`src/rtl/rx_to_mem_pkg.sv`:
```
// ---------------------------------------------------------------------------
// rx_to_mem_pkg
// Shared definitions for the UART-to-operand-memory loader.
//   state_t         - loader FSM state encoding (2 bits)
//   START_BYTE_DEF  - default header byte that opens a load
//   ADDR_W_DEF      - default operand memory address width
//   TIMEOUT_DEF     - default idle bclk cycles tolerated between payload bytes
// ---------------------------------------------------------------------------
package rx_to_mem_pkg;

    typedef enum logic [1:0] {
        IDLE   = 2'd0,
        LOAD_A = 2'd1,
        LOAD_B = 2'd2,
        DONE   = 2'd3
    } state_t;

    localparam logic [7:0] START_BYTE_DEF = 8'hA5;
    localparam int         ADDR_W_DEF     = 6;
    localparam int         TIMEOUT_DEF    = 4800;

endpackage

```
`src/rtl/rx_edge_sync.sv`:
```
// ---------------------------------------------------------------------------
// rx_edge_sync
// Three-flop synchroniser on the receiver's rx_valid level, followed by a
// rising-edge detector. A level held high for any number of cycles gives a
// single one-cycle pulse.
// Ports:
//   bclk   in   baud-rate clock
//   rst    in   asynchronous active-high reset
//   din    in   asynchronous level to be synchronised (rx_valid)
//   pulse  out  one-cycle pulse, high while s2 & ~s3
// ---------------------------------------------------------------------------
module rx_edge_sync (
    input  logic bclk,
    input  logic rst,
    input  logic din,
    output logic pulse
);

    logic s1, s2, s3;

    // NOTE: registers are updated with non-blocking assignments so every flop
    // samples its input's pre-edge value; blocking here would collapse the
    // three-stage chain into a single flop.
    always_ff @(posedge bclk or posedge rst) begin
        if (rst) begin
            s1 <= 1'b0;
            s2 <= 1'b0;
            s3 <= 1'b0;
        end else begin
            s1 <= din;
            s2 <= s1;
            s3 <= s2;
        end
    end

    assign pulse = s2 & ~s3;

endmodule

```
`src/rtl/rx_to_mem.sv`:
```
// ---------------------------------------------------------------------------
// rx_to_mem
// Upstream loader for the matrix multiplier. Receives framed byte streams
// from the UART receiver (START_BYTE header, then ROWS*COLS bytes of A and
// ROWS*COLS bytes of B, row-major) and issues write strobes to the two
// operand memories. A one-cycle mats_ready pulse starts the multiply.
// Ports:
//   bclk        in   baud-rate clock
//   rst         in   asynchronous active-high reset
//   rx_valid    in   receiver level, high while rx_byte is stable
//   rx_byte     in   received byte
//   rx_err      in   framing error for the current byte
//   wr_a        out  write strobe, memory A
//   wr_b        out  write strobe, memory B
//   wr_addr     out  write address, shared by A and B
//   wr_data     out  write data, shared by A and B
//   busy        out  high while loading A or B
//   mats_ready  out  one-cycle pulse after the last B byte is written
//   err         out  sticky abort flag, cleared by the next accepted header
// ---------------------------------------------------------------------------
module rx_to_mem
    import rx_to_mem_pkg::*;
#(
    parameter int         ROWS       = 2,
    parameter int         COLS       = 2,
    parameter int         ADDR_W     = ADDR_W_DEF,
    parameter logic [7:0] START_BYTE = START_BYTE_DEF,
    parameter int         TIMEOUT    = TIMEOUT_DEF
) (
    input  logic              bclk,
    input  logic              rst,
    input  logic              rx_valid,
    input  logic [7:0]        rx_byte,
    input  logic              rx_err,
    output logic              wr_a,
    output logic              wr_b,
    output logic [ADDR_W-1:0] wr_addr,
    output logic [7:0]        wr_data,
    output logic              busy,
    output logic              mats_ready,
    output logic              err
);

    localparam int                N        = ROWS * COLS;
    localparam logic [ADDR_W-1:0] LAST_IDX = ADDR_W'(N - 1);
    localparam int                GAP_W    = $clog2(TIMEOUT + 1);

    // -----------------------------------------------------------------------
    // Byte detect: synchronised rising edge of rx_valid, then byte and error
    // flag captured together so the FSM sees a stable, aligned pair.
    // -----------------------------------------------------------------------
    logic       accept;
    logic       acc_q;
    logic [7:0] byte_q;
    logic       err_q;

    rx_edge_sync u_edge (
        .bclk  (bclk),
        .rst   (rst),
        .din   (rx_valid),
        .pulse (accept)
    );

    always_ff @(posedge bclk or posedge rst) begin
        if (rst) begin
            acc_q  <= 1'b0;
            byte_q <= '0;
            err_q  <= 1'b0;
        end else begin
            acc_q <= accept;
            if (accept) begin
                byte_q <= rx_byte;
                err_q  <= rx_err;
            end
        end
    end

    // -----------------------------------------------------------------------
    // FSM decode
    // -----------------------------------------------------------------------
    state_t            state, next_state;
    logic [ADDR_W-1:0] idx;
    logic [GAP_W-1:0]  gap_cnt;

    logic loading;
    logic timeout_hit;
    logic do_write;
    logic abort;
    logic start_hit;

    assign loading = (state == LOAD_A) || (state == LOAD_B);

    // The abort fires on the edge where the counter would reach TIMEOUT. A
    // byte arriving in that same cycle takes priority and clears the counter.
    assign timeout_hit = loading && !acc_q && (gap_cnt == GAP_W'(TIMEOUT - 1));
    assign do_write    = loading && acc_q && !err_q;
    assign abort       = loading && ((acc_q && err_q) || timeout_hit);
    assign start_hit   = (state == IDLE) && acc_q && !err_q && (byte_q == START_BYTE);

    // NOTE: every signal driven here receives a default before the case so
    // no path leaves it unassigned, which would otherwise infer a latch.
    always_comb begin
        next_state = state;
        case (state)
            IDLE: begin
                if (start_hit)
                    next_state = LOAD_A;
            end
            LOAD_A: begin
                if (abort)
                    next_state = IDLE;
                else if (do_write && idx == LAST_IDX)
                    next_state = LOAD_B;
            end
            LOAD_B: begin
                if (abort)
                    next_state = IDLE;
                else if (do_write && idx == LAST_IDX)
                    next_state = DONE;
            end
            DONE:    next_state = IDLE;
            default: next_state = IDLE;
        endcase
    end

    // -----------------------------------------------------------------------
    // Gap counter: counts idle cycles between payload bytes, saturating.
    // -----------------------------------------------------------------------
    always_ff @(posedge bclk or posedge rst) begin
        if (rst) begin
            gap_cnt <= '0;
        end else if (!loading || acc_q) begin
            gap_cnt <= '0;
        end else if (gap_cnt != GAP_W'(TIMEOUT)) begin
            gap_cnt <= gap_cnt + 1'b1;
        end
    end

    // -----------------------------------------------------------------------
    // State and registered outputs
    // -----------------------------------------------------------------------
    // NOTE: only the loader's own registers are reset. The operand memories
    // sit downstream and keep their contents across reset; a half-written
    // matrix stays in place until the next complete load overwrites it.
    always_ff @(posedge bclk or posedge rst) begin
        if (rst) begin
            state      <= IDLE;
            idx        <= '0;
            wr_a       <= 1'b0;
            wr_b       <= 1'b0;
            wr_addr    <= '0;
            wr_data    <= '0;
            busy       <= 1'b0;
            mats_ready <= 1'b0;
            err        <= 1'b0;
        end else begin
            state      <= next_state;
            wr_a       <= do_write && (state == LOAD_A);
            wr_b       <= do_write && (state == LOAD_B);
            mats_ready <= (state == DONE);
            busy       <= (next_state == LOAD_A) || (next_state == LOAD_B);

            if (do_write) begin
                wr_addr <= idx;
                wr_data <= byte_q;
            end

            if (start_hit) begin
                err <= 1'b0;
                idx <= '0;
            end else if (abort) begin
                err <= 1'b1;
                idx <= '0;
            end else if (do_write) begin
                // Wrap to 0 after the last element so LOAD_B starts at 0.
                idx <= (idx == LAST_IDX) ? '0 : idx + 1'b1;
            end
        end
    end

endmodule
```
`config.mk`:
```
export PLATFORM = sky130hd
export DESIGN_NAME = rx_to_mem
export DESIGN_NICKNAME = d
export VERILOG_FILES = /design/src/rtl/rx_to_mem_pkg.sv /design/src/rtl/rx_edge_sync.sv /design/src/rtl/rx_to_mem.sv
export SDC_FILE = /design/constraint.sdc
export NUM_CORES = 1
export LEC_CHECK = 0
export CORE_ASPECT_RATIO = 0.6
export CORE_MARGIN = 1.5
export CORE_UTILIZATION = 40
export CTS_CLUSTER_SIZE = 20
export DETAILED_ROUTE_END_ITERATION = 10
export MAX_ROUTING_LAYER = met4
export SKIP_CTS_REPAIR_TIMING = 1
export SLEW_MARGIN = 25
export SYNTH_ARGS = -nofsm -noshare
export SYNTH_HDL_FRONTEND = slang
export SYNTH_SLANG_ARGS = --single-unit
```
`constraint.sdc`:
```
create_clock -name bclk -period 4.8 [get_ports bclk]
set_input_delay 0.96 -clock bclk [delete_from_list [all_inputs] [get_ports bclk]]
set_output_delay 0.96 -clock bclk [all_outputs]
set_load 0.02 [all_outputs]
```
==> flow_summary_export.csv <==
group,metric,value,unit
floorplan,die_area,6667,um2
clock_network,insertion_delay,0.31,ns
sta,post-route-min-period,2.299,ns
global_routing,grt_use_met1,24.09,%
yosys,yosysSeqAreaShare,53.73,%
run,maxCapViolCount,0,
yosys,syn_area,2469,um2
sta,whs,0.3560,ns
floorplan,ios,31,
power,p_per_area,283.2,nW/um2
global_routing,grt_util_all_layers,16.27,%
final_layout,drive_gt1_share,9.738,%
global_routing,grt-busiest-layer,"met1",
power,p_switching,0.2078,mW
final_layout,layout_commonest_cell,"nand2_1",
power,combPwrFrac,11.1,%
setup_path,start_kind,"flop",
min_path,min_to,"u_edge.s2",
clock_network,root_buffer,"clkbuf_8",
floorplan,start_util,42.90,%
clock_network,cts_buffers,5,
sta,rsz0062_at_grt,"no",
min_path,hold_depth,0,
yosys,synth_compound_area_share,4.257,%
yosys,synth_edf_count,0,
floorplan,die-height,63.85,um
yosys,yosys.area_share.adder,4.055,%
final_layout,fillCellCount,536,
power,ir_drop,111.0,uV
placed_design,place_congestion,0.7693,
route,via_per_inst,4.965,
setup_path,required,5.03,ns
yosys,ys_warn_count,0,
global_routing,antenna_found_initial,0,
sta,fmax,435.0,MHz
route,via_count,1723,
setup_path,endpoint_kind,"flop",
placed_design,place_hpwl,3368,um
yosys,muxShareOfSynthArea,4.511,%
global_routing,grt_pass1_wl,8238,um
setup_path,reg2reg_slack,2.50,ns
floorplan,rows,21,
final_layout,final_nets,286,
sta,setup_ws,2.501,ns
global_routing,use_met3,3.571,%
setup_path,critical_path_class,"flop to flop",
power,internal_power,0.6221,mW
min_path,min_path_type,"flop to flop",
floorplan,coreArea,5754,um2
yosys,ys_async_sr_fraction,100.0,%
route,wirelength,4805,um
yosys,synth_top_family_by_area,"simple AND/OR/NAND/NOR gates",
sta,layout_worst_path_cycle_share,47.89,%
clock_network,clk_pin_slew,0.10,ns
clock_network,clock-sinks,53,
global_routing,grt-ovfl-total,0,
sta,tightest_slew,0.8159,ns
route,drt.antenna.violating_nets,0,
yosys,ys_ff_latch,53,
yosys,syn_inst,235,
yosys,synth_cell_types,45,
power,leakage,1.343,nW
final_layout,regArea,1326,um2
floorplan,die_x,104.4,um
final_layout,diodes,0,
yosys,synth-simple-area-share,27.07,%
yosys,synthXorXnorAreaFrac,4.257,%
global_routing,grt_max_degree,54,
sta,timing.final.max_slew_violations,0,
yosys,synth_flop_cell,"dfrtp_1",
sta,setup_viol,0,
route,dr.first_iter.drc_count,71,
power,sw_frac_of_total,25.04,%
final_layout,final_cell_mix,"56 x nand2_1, 53 x dfrtp_1, 30 x clkdlybuf4s50_1",
clock_network,cts_buffer_depth,2,
final_layout,design_area,2930,um2
placed_design,io_buffer_count,30,
global_routing,use_met2,21.96,%
placed_design,place_area,2846,um2
sta,final.setup.tns,0,ns
min_path,worstHoldStart,"u_edge.s1",
power,total_power,0.8299,mW
run_status,status,"complete, no violations",
placed_design,post-place-ws,2.503,ns
setup_path,crit_arrival,2.53,ns
yosys,syn_area_per_cell,10.50,um2
setup_path,cp_max_fo,21,
clock_network,h-tree-depth,2,
clock_network,tritoncts,"built",
route,drc,0,
route,first_pass_iters,4,
setup_path,reg2reg_depth,6,
power,clockPowerShare,29.8,%
route,drt-wirelength-per-cell,13.85,um
sta,fin_skew,0.01217,ns
global_routing,grt_pass1_vias,1701,
setup_path,r2r_start,"state[0]",
yosys,synth_nets,255,
sta,maxSlewHeadroom,45.50,%
power,p_seq_share,59.1,%
setup_path,r2r_end,"idx[2]",
sta,hold_violations,0,
final_layout,area_delta_synth_final,18.70,%
final_layout,multi_input_area,1090,um2
[critical path: stages, from the launching register on]
cell     delay, ns
dfrtp_1       0.44
inv_1         0.12
ha_1          0.42
and3b_1       0.65
nand2_1       0.14
or3_1         0.33
a21oi_1       0.13
[power by group through the flow]
| stage | combinational, mW | sequential [mW] | clock (mW) |
|---|---|---|---|
| 6_report | 0.0923 | 0.490 | 0.247 |
| 5_1_grt | 0.102 | 0.495 | 0.272 |
| 4_1_cts | 0.0941 | 0.491 | 0.256 |
| 3_5_place_dp | 0.0937 | 0.499 | 0 |
| 3_3_place_gp | 0.0924 | 0.498 | 0 |
| 2_1_floorplan | 0.0441 | 0.506 | 0 |
[metrics by stage]
| stage | utilization [%] | instances |
|---|---|---|
| after floorplan | - | 235 |
| after global placement | 49.47 | 339 |
| after detailed placement | 49.47 | 339 |
| after CTS | 50.92 | 347 |
| after global routing | 50.92 | 347 |
| final | 50.92 | 347 |
[flip-flops by register name, summed over array words and instances, names as in the netlist, 2 cells and up]
register,count
wr_data,8
gap_cnt,13
wr_addr,6
idx,6
byte_q,8
state,2
[area by class of cell]
class / instances / area share, %
inverter: 6 / 0.7686
clock inverter: 1 / 0.2562
multi-input combinational: 169 / 37.19
timing repair buffer: 31 / 10.50
sequential: 53 / 45.26
clock buffer: 7 / 2.605
tap: 80 / 3.416
[worst max-delay path by stage]
stage | start | endpoint
after floorplan | rst | acc_q
after global placement | state[0] | idx[2]
after detailed placement | state[0] | idx[2]
after CTS | state[0] | idx[2]
after global routing | state[0] | idx[2]
final | state[0] | idx[2]
[kinds of logic (layout without fill, tap and decap cells)]
family          count (synthesis)  in the layout
fa+ha+maj                       8              8
compound gates                 16             16
simple gates                  123            123
buf+inv                        13             45
xor+xnor                       12             12
mux                            10             10
flops                          53             53
[Yosys cell counts (all sizes together) (4+ instances only)]
library cell  count  share of area, %
nand2            56               8.5
xor2              8               2.8
nand3             8               1.6
or3               4               1.0
dfrtp            53                54
buf               4              0.76
ha                8               4.1
nor2             18               2.7
mux2              9               4.1
xnor2             4               1.4
nor3              4               1.0
nand4             9               3.1
inv               6              0.91
a21oi             6               1.2
and2              4               1.0
[layer usage]
layer | vias to the layer above | wire length [um]
met4 | 0 | 46
met3 | 4 | 226
li1 | 856 | -
met1 | 816 | 2690
met5 | - | 0
met2 | 47 | 1841
No activity file was read; power rests on OpenSTA's default activity.
